===== src/rtl/ovf_log_pkg.sv =====
// rtl/ovf_log_pkg.sv - shared record kinds and layout helpers for the overflow epoch logger
package ovf_log_pkg;

    localparam logic KIND_SNAP = 1'b0;
    localparam logic KIND_OVF  = 1'b1;

    // Record layout, MSB first: {kind, epoch, count}
    function automatic int rec_w(input int epoch_w, input int cnt_w);
        return 1 + epoch_w + cnt_w;
    endfunction

    function automatic int kind_pos(input int epoch_w, input int cnt_w);
        return epoch_w + cnt_w;
    endfunction

    function automatic int epoch_lsb(input int cnt_w);
        return cnt_w;
    endfunction

endpackage


===== src/rtl/epoch_rec_fifo.sv =====
// rtl/epoch_rec_fifo.sv - register-array sync FIFO holding logger records
module epoch_rec_fifo #(
    parameter int DEPTH = 4,
    parameter int W     = 17,
    parameter int AW    = $clog2(DEPTH)
) (
    input  logic          clk,
    input  logic          reset_n,
    input  logic          clear,
    input  logic          push,
    input  logic          pop,
    input  logic [W-1:0]  din,
    output logic [W-1:0]  head,
    output logic          empty,
    output logic          full,
    output logic [AW:0]   occupancy
);

    logic [W-1:0] mem [DEPTH];
    logic [AW:0]  wr_ptr;
    logic [AW:0]  rd_ptr;
    logic         do_push;
    logic         do_pop;

    assign occupancy = wr_ptr - rd_ptr;
    assign empty     = (occupancy == '0);
    assign full      = (occupancy == (AW+1)'(DEPTH));
    assign head      = mem[rd_ptr[AW-1:0]];

    // A push into a full FIFO is only taken when the head leaves in the same cycle
    assign do_pop  = pop && !empty && !clear;
    assign do_push = push && (!full || do_pop) && !clear;

    // Pointer update; clear discards contents, reset does the same asynchronously
    always_ff @(posedge clk or negedge reset_n) begin
        if (!reset_n) begin
            wr_ptr <= '0;
            rd_ptr <= '0;
        end else if (clear) begin
            wr_ptr <= '0;
            rd_ptr <= '0;
        end else begin
            if (do_push) wr_ptr <= wr_ptr + 1'b1;
            if (do_pop)  rd_ptr <= rd_ptr + 1'b1;
        end
    end

    // Storage array; contents are meaningless outside the valid pointer window
    always_ff @(posedge clk) begin
        if (do_push) mem[wr_ptr[AW-1:0]] <= din;
    end

endmodule


===== src/rtl/overflow_epoch_logger.sv =====
// rtl/overflow_epoch_logger.sv - counts upstream wraps as epochs and logs wrap/snapshot records
module overflow_epoch_logger
    import ovf_log_pkg::*;
#(
    parameter int CNT_W   = 4,
    parameter int EPOCH_W = 12,
    parameter int DEPTH   = 4,
    parameter int DROP_W  = 8
) (
    input  logic                                clk,
    input  logic                                reset_n,
    input  logic [CNT_W-1:0]                    cnt_in,
    input  logic                                ovf_in,
    input  logic                                snap_req,
    input  logic                                clear,
    output logic                                out_valid,
    input  logic                                out_ready,
    output logic [rec_w(EPOCH_W, CNT_W)-1:0]    out_data,
    output logic                                fifo_full,
    output logic [DROP_W-1:0]                   drop_cnt,
    output logic                                epoch_wrap
);

    localparam int REC_W = rec_w(EPOCH_W, CNT_W);
    localparam int AW    = $clog2(DEPTH);

    logic [EPOCH_W-1:0] epoch;
    logic [EPOCH_W-1:0] rec_epoch;
    logic [REC_W-1:0]   rec;
    logic               push;
    logic               pop;
    logic               drop;
    logic               empty;
    logic               full;
    logic [AW:0]        occupancy;

    // An OVF record carries the post-increment epoch; a coincident snapshot is folded into it
    assign push      = ovf_in || snap_req;
    assign rec_epoch = ovf_in ? epoch + 1'b1 : epoch;
    assign rec       = {(ovf_in ? KIND_OVF : KIND_SNAP), rec_epoch, cnt_in};

    assign pop       = out_ready && !empty;
    assign drop      = push && full && !pop;
    assign out_valid = (occupancy != '0);
    assign fifo_full = full;

    epoch_rec_fifo #(
        .DEPTH (DEPTH),
        .W     (REC_W),
        .AW    (AW)
    ) u_fifo (
        .clk       (clk),
        .reset_n   (reset_n),
        .clear     (clear),
        .push      (push),
        .pop       (pop),
        .din       (rec),
        .head      (out_data),
        .empty     (empty),
        .full      (full),
        .occupancy (occupancy)
    );

    // Epoch counter advances on every wrap, whether or not its record fits
    always_ff @(posedge clk or negedge reset_n) begin
        if (!reset_n)    epoch <= '0;
        else if (clear)  epoch <= '0;
        else if (ovf_in) epoch <= epoch + 1'b1;
    end

    // One-cycle pulse after the epoch rolls from all-ones back to zero
    always_ff @(posedge clk or negedge reset_n) begin
        if (!reset_n)   epoch_wrap <= 1'b0;
        else if (clear) epoch_wrap <= 1'b0;
        else            epoch_wrap <= ovf_in && (&epoch);
    end

    // Saturating count of records lost to a full FIFO with no pop that cycle
    always_ff @(posedge clk or negedge reset_n) begin
        if (!reset_n)                      drop_cnt <= '0;
        else if (clear)                    drop_cnt <= '0;
        else if (drop && (drop_cnt != '1)) drop_cnt <= drop_cnt + 1'b1;
    end

endmodule


===== config.mk =====
export PLATFORM = sky130hd
export DESIGN_NAME = overflow_epoch_logger
export DESIGN_NICKNAME = d
export VERILOG_FILES = /design/src/rtl/ovf_log_pkg.sv /design/src/rtl/epoch_rec_fifo.sv /design/src/rtl/overflow_epoch_logger.sv
export SDC_FILE = /design/constraint.sdc
export NUM_CORES = 1
export LEC_CHECK = 0
export CORE_ASPECT_RATIO = 0.75
export CORE_MARGIN = 2
export CORE_UTILIZATION = 50
export CTS_CLUSTER_DIAMETER = 30
export DETAILED_ROUTE_END_ITERATION = 6
export GPL_TIMING_DRIVEN = 0
export PLACE_DENSITY = 0.76
export SYNTH_ARGS = -nofsm -noshare
export SYNTH_HDL_FRONTEND = slang
export SYNTH_HIERARCHICAL = 1
export SYNTH_SLANG_ARGS = --single-unit

===== constraint.sdc =====
create_clock -name clk -period 4 [get_ports clk]
set_clock_uncertainty 0.05 [all_clocks]
set_input_delay 0.8 -clock clk [delete_from_list [all_inputs] [get_ports clk]]
set_output_delay 0.8 -clock clk [all_outputs]
set_load 0.01 [all_outputs]

=== After elaboration in Yosys (flattened, before gate mapping) ===
Memories as Yosys holds them, arrays and structs flattened.
Index checks and enable logic that the tools add are counted.
Widths: inputs -> output; s select.

* Memories kept: 1
* Word-level logic and storage cells: 46
* Output and inout bits: 28
* Bits in writable memories: 68
* Bits in registers: 27

{| class="wikitable"
|+ Memory list
! memory !! depth !! bits a word !! rd ports !! clocked after memory_dff !! write ports !! line !! RTL
|-
| u_fifo.mem || 4 || 17 || 1 || 0 || 1 || epoch_rec_fifo.sv:19 || <nowiki>logic [W-1:0] mem [DEPTH];</nowiki>
|}

* $add $sub $neg: 5
* Reductions and logical operators: 21
* Mux-type cells: 12
* Equality and inequality tests: 2

{| class="wikitable"
|+ Operators by type and width
! operator !! count
|-
| $mux 12 || 2
|-
| $mux 8 || 2
|-
| $add 12x1->12 const B || 1
|-
| $mux 3 || 4
|-
| $reduce_and 12->1 || 1
|-
| $logic_and 1x1->1 || 9
|-
| $add 8x1->8 const B || 1
|-
| $ne 8x8->1 const B || 1
|-
| $add 3x1->3 const B || 2
|-
| $reduce_bool 2->1 || 3
|-
| $logic_not 1->1 || 4
|-
| $mux 1 || 4
|-
| $eq 3x3->1 const B || 1
|-
| $logic_not 3->1 || 1
|-
| $reduce_bool 3->1 || 1
|-
| $sub 3x3->3 || 1
|-
| $logic_or 1x1->1 || 2
|}

=== Logic depth before layout (Yosys ltp) ===
Gate-level depths: netlist of run 1.

* Depth in word-level cells: 11
* Depth in mapped cells: 10
* Gate-level depth less buffers: 10

=== Cells and area by module ===
Netlist of run 1, hierarchy kept.

{| class="wikitable"
|+ By module, submodules not included
! module !! area an instance (um2) !! instances !! sequential area each (um2) !! cells each
|-
| epoch_rec_fifo || 2969.1 || 1 || 2192.1 || 141
|-
| overflow_epoch_logger || 1101.1 || 1 || 525.5 || 105
|}

=== Worst setup path before layout of run 1 ===
OpenSTA, ideal clock, no wires.

* Path type: register to register
* Start: reg u_fifo.wr_ptr[0]
* End: mem u_fifo.mem[0][0], enable pin
* Clock period less this slack: 3.103 ns
* Stages on the path, launching flop included: 11
* Arrival time: 2.678 ns
* Setup time: 0.375 ns
* Required time: 3.575 ns
* Buffers on the path: 0
* Slack: 0.897 ns
* Path through: dfrtp_1 inv_1 ha_1 fa_1 xor3_2 nor2_1 or2b_2 inv_1 and3b_1 a21boi_2 and3b_1

* Word-level cells in the longest chain between the ends: 11

{| class="wikitable"
|+ RTL lines
! item !! line !! RTL
|-
| start: declaration || epoch_rec_fifo.sv:20 || <nowiki>logic [AW:0] wr_ptr;</nowiki>
|-
| start signal: assignment || epoch_rec_fifo.sv:43 || <nowiki>if (do_push) wr_ptr <= wr_ptr + 1'b1;</nowiki>
|-
| $sub 3x3->3 || epoch_rec_fifo.sv:25 || <nowiki>assign occupancy = wr_ptr - rd_ptr;</nowiki>
|-
| via occupancy[2] || overflow_epoch_logger.sv:35 || <nowiki>logic [AW:0] occupancy;</nowiki>
|-
| $logic_not 3->1 || epoch_rec_fifo.sv:26 || <nowiki>assign empty = (occupancy == '0);</nowiki>
|-
| via empty || overflow_epoch_logger.sv:33 || <nowiki>logic empty;</nowiki>
|-
| $logic_not 1->1 || overflow_epoch_logger.sv:42 || <nowiki>assign pop = out_ready && !empty;</nowiki>
|-
| $logic_and 1x1->1 || overflow_epoch_logger.sv:42 ||
|-
| via pop || overflow_epoch_logger.sv:31 || <nowiki>logic pop;</nowiki>
|-
| $logic_and 1x1->1 (2 in series) || epoch_rec_fifo.sv:31 || <nowiki>assign do_pop = pop && !empty && !clear;</nowiki>
|-
| $logic_or 1x1->1 || epoch_rec_fifo.sv:32 || <nowiki>assign do_push = push && (!full || do_pop) && !clear;</nowiki>
|-
| $logic_and 1x1->1 (2 in series) || epoch_rec_fifo.sv:32 ||
|-
| $mux 1 || epoch_rec_fifo.sv:50 || <nowiki>if (do_push) mem[wr_ptr[AW-1:0]] <= din;</nowiki>
|-
| $mux 1 (not written as such) || epoch_rec_fifo.sv:50 ||
|-
| end: declaration || epoch_rec_fifo.sv:19 ||
|}

The timed path passes the listed nets, and every way through them passes these cells.

=== Final worst setup path of run 1 ===
* Start: reg u_fifo.wr_ptr[0]
* End: mem u_fifo.mem[0][6], enable pin

The elaborated chain is that of the path after synthesis.

==> impl_metrics.env, run 1 <==
export IMPL_clock_sinks=95
export IMPL_area_growth_synth_to_final_pct=16.8
export IMPL_initialDrtViolationCount=71
export IMPL_initial_core_util=0.516
export IMPL_maxSlewHeadroom=0.318
export IMPL_period_share=0.917
export IMPL_multi_input_area_um2=1290
export IMPL_max_cap_violations=0
export IMPL_grt_max_degree=28
export IMPL_syn_inst=246
export IMPL_wire_per_inst_um=18.0
export IMPL_ys_seq_elements=95
export IMPL_grt_pass1_wl_mm=11.4
export IMPL_ff_latch_area_um2=2720
export IMPL_synth_top_area_cell="edfxtp_1"
export IMPL_first_global_vias=2148
export IMPL_placed_area_um2=4570
export IMPL_synth_edf_count=68
export IMPL_diodes=0
export IMPL_post_route_drc_count=0
export IMPL_routed_wl_mm=7.25
export IMPL_cts_buffer_depth=2
export IMPL_layout_commonest_cell="edfxtp_1"
export IMPL_hp_class="in2async"
export IMPL_yosys_top_cells_area="edfxtp_1 (50%), dfrtp_1 (17%), mux4_2 (9.4%)"
export IMPL_post_route_util=0.603
export IMPL_r2r_end="u_fifo/mem[0][6]"
export IMPL_core_area_um2=7880
export IMPL_ys_warn_count=6
export IMPL_powerDensity_nw_per_um2=541
export IMPL_setup_tns_final_ns=0
export IMPL_crit_required_ns=3.93
export IMPL_ant_nets=0
export IMPL_synth_main_ff_cell="edfxtp_1"
export IMPL_row_count=28
export IMPL_gp_congestion=0.731
export IMPL_finalInstanceArea_um2=4750
export IMPL_critPathLaunch="u_fifo/wr_ptr[0]"
export IMPL_syn_num_nets=265
export IMPL_drv_slew=0
export IMPL_setup_viol_count_final=0
export IMPL_start_kind="flip-flop"
export IMPL_cts_hold_fix_buffers=0
export IMPL_peakVddDrop_uv=273
export IMPL_fin_nets=313
export IMPL_tightest_slew_ns=1.02
export IMPL_ioPinCount=38
export IMPL_cts_tree="done"
export IMPL_fin_crit_ns=3.67
export IMPL_clk_insertion_delay_late_ns=0.36
export IMPL_total_power_mw=2.57
export IMPL_synth_area_um2=4070
export IMPL_netlist_area_leader_share=0.502
export IMPL_hold_viol=0
export IMPL_clk_pin_slew_ns=0.09
export IMPL_cp_arrival_ns=3.60
export IMPL_crit_fanout=17
export IMPL_rsz0062_at_grt="no"
export IMPL_post_cts_buffers=0
export IMPL_cts_repair_resized=0
export IMPL_dpl_hpwl_mm=4.67
export IMPL_cts_root_buf="clkbuf_8"
export IMPL_status="finished clean"
export IMPL_io_buffers=37
export IMPL_cts_made_buffers=9
export IMPL_p_leak_nw=1.75
export IMPL_dieArea_um2=8890
export IMPL_track_usage=0.177
export IMPL_worstReg2RegStart="u_fifo/wr_ptr[0]"
export IMPL_overflow=0
export IMPL_dr_pass1_iters=4
export IMPL_critPathCaptureType="flip-flop"
export IMPL_dieHeight_um=82.1
export IMPL_viasPerCell=5.46
export IMPL_r2r_setup_slack_ns=0.33
export IMPL_drive_gt1_frac=0.167
export IMPL_num_vias=2204
export IMPL_fillers=610
export IMPL_reg2reg_depth=10
export IMPL_die_w_um=108
export IMPL_htree_levels=3
export IMPL_layout_common_cells="edfxtp_1 (68), clkdlybuf4s50_1 (36), dfrtp_1 (27)"
export IMPL_avgSynthCellArea_um2=16.5
export IMPL_antenna_found_initial=0
export IMPL_synth_async_sr_flop_share=0.284
export IMPL_worstSetupPathType="reg2reg"
export IMPL_synthDistinctLibCells=42
export IMPL_max_freq_mhz=273
export IMPL_ys_seq_area_frac=0.668
final cells by class:
class	count	area share
Inverter	6	0.00474
Tap cell	105	0.0276
Buffer	8	0.00921
Sequential cell	95	0.572
Multi-Input combinational cell	137	0.271
Clock inverter	6	0.0105
Timing Repair Buffer	37	0.0768
Clock buffer	10	0.0289
state kept, by name, summed over array words and instances, names as in the netlist:
register / count
u_fifo/mem: 68
epoch: 12
drop_cnt: 8
u_fifo/wr_ptr: 3
epoch_wrap: 1
u_fifo/rd_ptr: 3
report_power, final:
group,leakage (nW),switching [mW],internal (mW)
clock,0.0956,0.345,0.253
combinational,0.649,0.375,0.411
sequential,1.01,0.0330,1.16
total,1.75,0.752,1.82
per-stage QoR:
step / instances / hold slack [ns] / worst slack, ns
2_1_floorplan: 246 / 0.454 / 0.897
3_3_place_gp: 388 / 0.488 / 0.437
3_5_place_dp: 388 / 0.500 / 0.371
4_1_cts: 404 / 0.518 / 0.344
5_1_grt: 404 / 0.447 / 0.156
6_report: 404 / 0.405 / 0.331
routing by layer:
layer,wire length (um),up-vias,global-route usage
met5,0,-,0
met4,61,0,0.0500
met3,380,7,0.0432
met2,3380,45,0.285
met1,3430,1119,0.247
li1,-,1033,-
cells in the mapped netlist, drive strengths merged, types with 2 or more instances:
cell / n
o31ai: 3
and2: 4
and3: 2
and4: 2
dfrtp: 27
o21ai: 3
nor2b: 16
ha: 8
nand4: 3
a21oi: 8
buf: 4
mux4: 17
xor2: 4
nand2: 7
inv: 6
or3: 4
mux2i: 3
nand3: 10
nand2b: 5
and3b: 2
or4: 3
edfxtp: 68
clkbuf: 4
xnor2: 8
nor2: 10
mux2: 6
worst max path at each step:
stage	to	slack, ns	cells past startpoint
6_report	u_fifo/mem[0][6]	0.33	10
3_5_place_dp	u_fifo/mem[0][12]	0.37	10
5_1_grt	u_fifo/mem[3][15]	0.16	10
3_3_place_gp	u_fifo/mem[3][13]	0.44	10
2_1_floorplan	u_fifo/mem[0][0]	0.90	10
4_1_cts	u_fifo/mem[0][14]	0.34	10
logic make-up after synthesis:
logic type / after synthesis / share of synthesized area
AOI/OAI and AO/OA: 18 / 0.0326
xor gates and xnor gates: 13 / 0.0320
adders and majority gates: 9 / 0.0295
buffers and inverters: 14 / 0.0163
DFF: 95 / 0.668
muxes: 26 / 0.120
and+or+nand+nor: 71 / 0.102
critical path: stages, from the launching register on:
cell and delay [ns]:
dfrtp_1 0.41, inv_1 0.11, ha_1 0.22, fa_1 0.37
xor3_2 0.31, nor2_1 0.06, or2b_2 0.32, inv_1 0.10
and3b_1 0.22, a21boi_2 0.22, and3b_1 0.86
Power figures use the tool's default switching activity.
==> run 2: changes to the inputs <==
- CORE_MARGIN: 2 -> 1
- DONT_BUFFER_PORTS: default -> 1
- PLACE_DENSITY: 0.76 -> 0.7
==> impl_metrics.env, run 2 (synthesized netlist as in run 1, its figures left out) <==
export IMPL_area_growth_synth_to_final_pct=8.85
export IMPL_initial_core_util=0.516
export IMPL_num_vias=2092
export IMPL_period_share=0.919
export IMPL_worstSetupPathType="reg2reg"
export IMPL_start_kind="flip-flop"
export IMPL_dieHeight_um=80.1
export IMPL_maxSlewHeadroom=0.306
export IMPL_cts_buffer_depth=2
export IMPL_hp_class="in2async"
export IMPL_diodes=0
export IMPL_powerDensity_nw_per_um2=560
export IMPL_io_buffers=0
export IMPL_antenna_found_initial=0
export IMPL_fin_crit_ns=3.67
export IMPL_first_global_vias=2050
export IMPL_dr_pass1_iters=4
export IMPL_hold_viol=0
export IMPL_max_cap_violations=0
export IMPL_largest_register_ffs=68
export IMPL_crit_required_ns=3.93
export IMPL_critPathCaptureType="flip-flop"
export IMPL_drive_gt1_frac=0.187
export IMPL_wire_per_inst_um=18.8
export IMPL_setup_tns_final_ns=0
export IMPL_drv_slew=0
export IMPL_row_count=28
export IMPL_cts_made_buffers=9
export IMPL_overflow=0
export IMPL_die_w_um=106
export IMPL_setup_viol_count_final=0
export IMPL_clk_insertion_delay_late_ns=0.35
export IMPL_dpl_hpwl_mm=4.41
export IMPL_crit_fanout=17
export IMPL_critPathBufInv=2
export IMPL_cts_repair_resized=0
export IMPL_fin_nets=276
export IMPL_clock_sinks=95
export IMPL_grt_max_degree=28
export IMPL_cp_slowest_cell="and3b_1"
export IMPL_cts_hold_fix_buffers=0
export IMPL_ant_nets=0
export IMPL_post_route_util=0.562
export IMPL_rsz0062_at_grt="no"
export IMPL_cp_cell_sequence="inv_1 > ha_1 > fa_1 > xor3_2 > nor2_1 > or2b_2 > inv_1 > and3b_1 > a21boi_2 > and3b_1"
export IMPL_dieArea_um2=8510
export IMPL_layout_common_cells="edfxtp_1 (68), dfrtp_1 (27), mux4_2 (17)"
export IMPL_post_route_drc_count=0
export IMPL_max_freq_mhz=272
export IMPL_cp_arrival_ns=3.60
export IMPL_tightest_slew_ns=1.04
export IMPL_slowest_delay_ns=0.88
export IMPL_grt_pass1_wl_mm=10.9
export IMPL_viasPerCell=5.70
export IMPL_placed_area_um2=4200
export IMPL_post_cts_buffers=0
export IMPL_cts_tree="done"
export IMPL_layout_commonest_cell="edfxtp_1"
export IMPL_p_leak_nw=1.64
export IMPL_critPathTopFamily="simple AND/OR/NAND/NOR gates"
export IMPL_clk_pin_slew_ns=0.09
export IMPL_routed_wl_mm=6.91
export IMPL_track_usage=0.178
export IMPL_cts_root_buf="clkbuf_8"
export IMPL_core_area_um2=7880
export IMPL_htree_levels=3
export IMPL_ioPinCount=38
export IMPL_finalInstanceArea_um2=4430
export IMPL_initialDrtViolationCount=93
export IMPL_peakVddDrop_uv=303
export IMPL_status="finished clean"
export IMPL_gp_congestion=0.755
run 2: layout make-up:
type | count | area (um^2)
Sequential cell | 95 | 2720
Buffer | 8 | 43.8
Multi-Input combinational cell | 137 | 1290
Inverter | 6 | 22.5
Tap cell | 105 | 131
Clock inverter | 6 | 91.3
Fill cell | 618 | 3450
Clock buffer | 10 | 138
run 2: per-layer routing:
metal,share of wire,up-vias,GRT usage
met2,0.47,51,0.264
li1,-,951,-
met4,0.011,0,0.0639
met5,0,-,0
met1,0.47,1082,0.252
met3,0.051,8,0.0495
run 2: worst paths after layout:
kind | slack [ns] | from | cells past startpoint | to
min in group clk | 0.49 | cnt_in[1] | 0 | u_fifo/mem[1][1]
hold / removal | 0.08 | reset_n | 0 | epoch[8]
hold reg to reg | 0.50 | epoch[10] | 2 | epoch_wrap
max in group asynchronous | 3.73 | reset_n | 0 | epoch[2]
setup / recovery | 0.33 | u_fifo/wr_ptr[0] | 10 | u_fifo/mem[0][8]
setup reg to reg | 0.33 | u_fifo/wr_ptr[0] | 10 | u_fifo/mem[0][8]
run 2: through the flow:
step | hold slack, ns | cells | power, mW | worst slack [ns]
after detailed placement | 0.455 | 351 | 1.81 | 0.381
final | 0.0810 | 367 | 2.48 | 0.325
after floorplan | 0.454 | 246 | 1.69 | 0.897
after global routing | 0.0554 | 367 | 2.59 | 0.152
after CTS | 0.0637 | 367 | 2.50 | 0.354
after global placement | 0.456 | 351 | 1.79 | 0.439
run 2: where the power goes:
group | total, mW | switching (mW) | leakage (nW) | internal [mW]
logic | 0.587 | 0.338 | 0.510 | 0.249
clock network | 0.700 | 0.328 | 0.117 | 0.372
registers | 1.19 | 0.0348 | 1.01 | 1.16
total | 2.48 | 0.701 | 1.64 | 1.78
run 2: worst reg2reg max path, cell delays in order, from the launching register on:
cell and delay (ns):
dfrtp_1 0.40, inv_1 0.11, ha_1 0.22, fa_1 0.37
xor3_2 0.32, nor2_1 0.07, or2b_2 0.32, inv_1 0.10
and3b_1 0.22, a21boi_2 0.23, and3b_1 0.88
==> run 3: changes to the inputs <==
- CORE_UTILIZATION: 50 -> 60
- PLACE_DENSITY: 0.7 -> 0.81
==> impl_metrics.env, run 3 (synthesized netlist as in run 1, its figures left out) <==
export IMPL_period_share=0.902
export IMPL_total_power_mw=2.34
export IMPL_power_switching_share=0.298
export IMPL_cts_repair_resized=0
export IMPL_worstSetupPathType="reg2reg"
export IMPL_post_route_drc_count=0
export IMPL_track_usage=0.206
export IMPL_crit_required_ns=3.94
export IMPL_ioPinCount=38
export IMPL_clk_pin_slew_ns=0.09
export IMPL_diodes=0
export IMPL_io_buffers=0
export IMPL_initialDrtViolationCount=87
export IMPL_max_cap_violations=0
export IMPL_first_global_vias=2088
export IMPL_largest_register_ffs=68
export IMPL_status="finished clean"
export IMPL_viasPerCell=5.98
export IMPL_placed_area_um2=4170
export IMPL_drive_gt1_frac=0.179
export IMPL_internal_power_mw=1.64
export IMPL_dp_slack_ns=0.376
export IMPL_critPathCaptureType="flip-flop"
export IMPL_peakVddDrop_uv=305
export IMPL_cts_tree="done"
export IMPL_cts_root_buf="clkbuf_8"
export IMPL_gp_congestion=0.758
export IMPL_cp_arrival_ns=3.54
export IMPL_dr_pass1_iters=4
export IMPL_wire_per_inst_um=19.3
export IMPL_ff_latch_area_um2=2720
export IMPL_cts_made_buffers=9
export IMPL_fin_crit_ns=3.61
export IMPL_layout_commonest_cell="edfxtp_1"
export IMPL_start_kind="flip-flop"
export IMPL_p_leak_nw=1.61
export IMPL_grt_pass1_wl_mm=10.7
export IMPL_post_cts_buffers=0
export IMPL_layout_common_cells="edfxtp_1 (68), dfrtp_1 (27), mux4_2 (17)"
export IMPL_rsz0062_at_grt="no"
export IMPL_cts_buffer_depth=2
export IMPL_tightest_slew_ns=0.937
export IMPL_crit_fanout=17
export IMPL_area_growth_synth_to_final_pct=6.86
export IMPL_dpl_hpwl_mm=4.39
export IMPL_maxSlewHeadroom=0.375
export IMPL_setup_tns_final_ns=0
export IMPL_core_area_um2=6410
export IMPL_antenna_found_initial=0
export IMPL_ant_nets=0
export IMPL_die_w_um=97.1
export IMPL_finalInstanceArea_um2=4350
export IMPL_pwr_share_comb=0.248
export IMPL_initial_core_util=0.635
export IMPL_clockPowerShare=0.243
export IMPL_dieArea_um2=7120
export IMPL_row_count=25
export IMPL_drv_slew=0
export IMPL_routed_wl_mm=6.61
export IMPL_fin_nets=276
export IMPL_p_switching_mw=0.698
export IMPL_setup_viol_count_final=0
export IMPL_max_freq_mhz=277
export IMPL_reg2reg_depth=10
export IMPL_htree_levels=3
export IMPL_powerDensity_nw_per_um2=538
export IMPL_hold_viol=0
export IMPL_clock_sinks=95
export IMPL_num_vias=2051
export IMPL_fillers=407
export IMPL_clk_insertion_delay_late_ns=0.36
export IMPL_hp_class="in2async"
export IMPL_cts_hold_fix_buffers=0
export IMPL_setup_ws_ns=0.392
export IMPL_grt_max_degree=28
export IMPL_multi_input_area_um2=1290
export IMPL_p_seq_frac=0.509
export IMPL_overflow=0
export IMPL_dieHeight_um=73.3
## run 3: cell types whose count changed in the layout (fill, tap and decap cells not counted)
cell | previous run | this run
bufinv_16 | 2 | 0
clkbuf_8 | 10 | 9
clkinv_4 | 2 | 0
clkinv_1 | 0 | 2
inv_6 | 1 | 4
inv_8 | 0 | 1
clkinv_2 | 1 | 0
## run 3: routing by layer
layer  share of wire  routed length, um  GRT usage  vias up
li1                -                  -          -      950
met3           0.048                317     0.0618        5
met1            0.44               2930      0.266     1056
met2            0.50               3290      0.339       40
met5               0                  0          0        -
met4           0.011                 75     0.0746        0
## run 3: worst max-delay path, cell delays in order, from the launching register on
cell and delay, ns:
dfrtp_1 0.41, inv_1 0.12, ha_1 0.22, fa_1 0.39
xor3_2 0.32, nor2_1 0.06, or2b_2 0.32, inv_1 0.10
and3b_1 0.22, a21boi_2 0.22, and3b_1 0.80
## run 3: cell type report
class | count | share of cell area
sequential | 95 | 0.625
inverter | 6 | 0.00518
clock buffer | 9 | 0.0285
tap | 81 | 0.0233
clock inverter | 7 | 0.0124
buffer | 8 | 0.0101
multi-input combinational | 137 | 0.296
## run 3: path summary, 6_finish.rpt
| path | startpoint | slack, ns | endpoint |
|---|---|---|---|
| worst max-delay path | u_fifo/wr_ptr[0] | 0.39 | u_fifo/mem[0][6] |
| worst min-delay path | reset_n | 0.08 | u_fifo/wr_ptr[2] |
| worst max register to register | u_fifo/wr_ptr[0] | 0.39 | u_fifo/mem[0][6] |
| worst min register to register | epoch[11] | 0.51 | epoch_wrap |
| max in group asynchronous | reset_n | 3.74 | drop_cnt[2] |
| min in group clk | cnt_in[2] | 0.48 | u_fifo/mem[2][2] |
## run 3: power groups by stage
stage | sequential (mW) | combinational (mW) | clock [mW]
6_report | 1.19 | 0.581 | 0.568
5_1_grt | 1.20 | 0.632 | 0.621
4_1_cts | 1.19 | 0.593 | 0.587
3_5_place_dp | 1.21 | 0.592 | 0
3_3_place_gp | 1.21 | 0.571 | 0
2_1_floorplan | 1.20 | 0.486 | 0
## run 3: metrics by stage
stage          utilization  hold WS (ns)  std cells
2_1_floorplan            -         0.454        246
3_3_place_gp         0.651         0.455        327
3_5_place_dp         0.651         0.455        327
4_1_cts              0.678        0.0546        343
5_1_grt              0.678        0.0457        343
6_report             0.678        0.0751        343
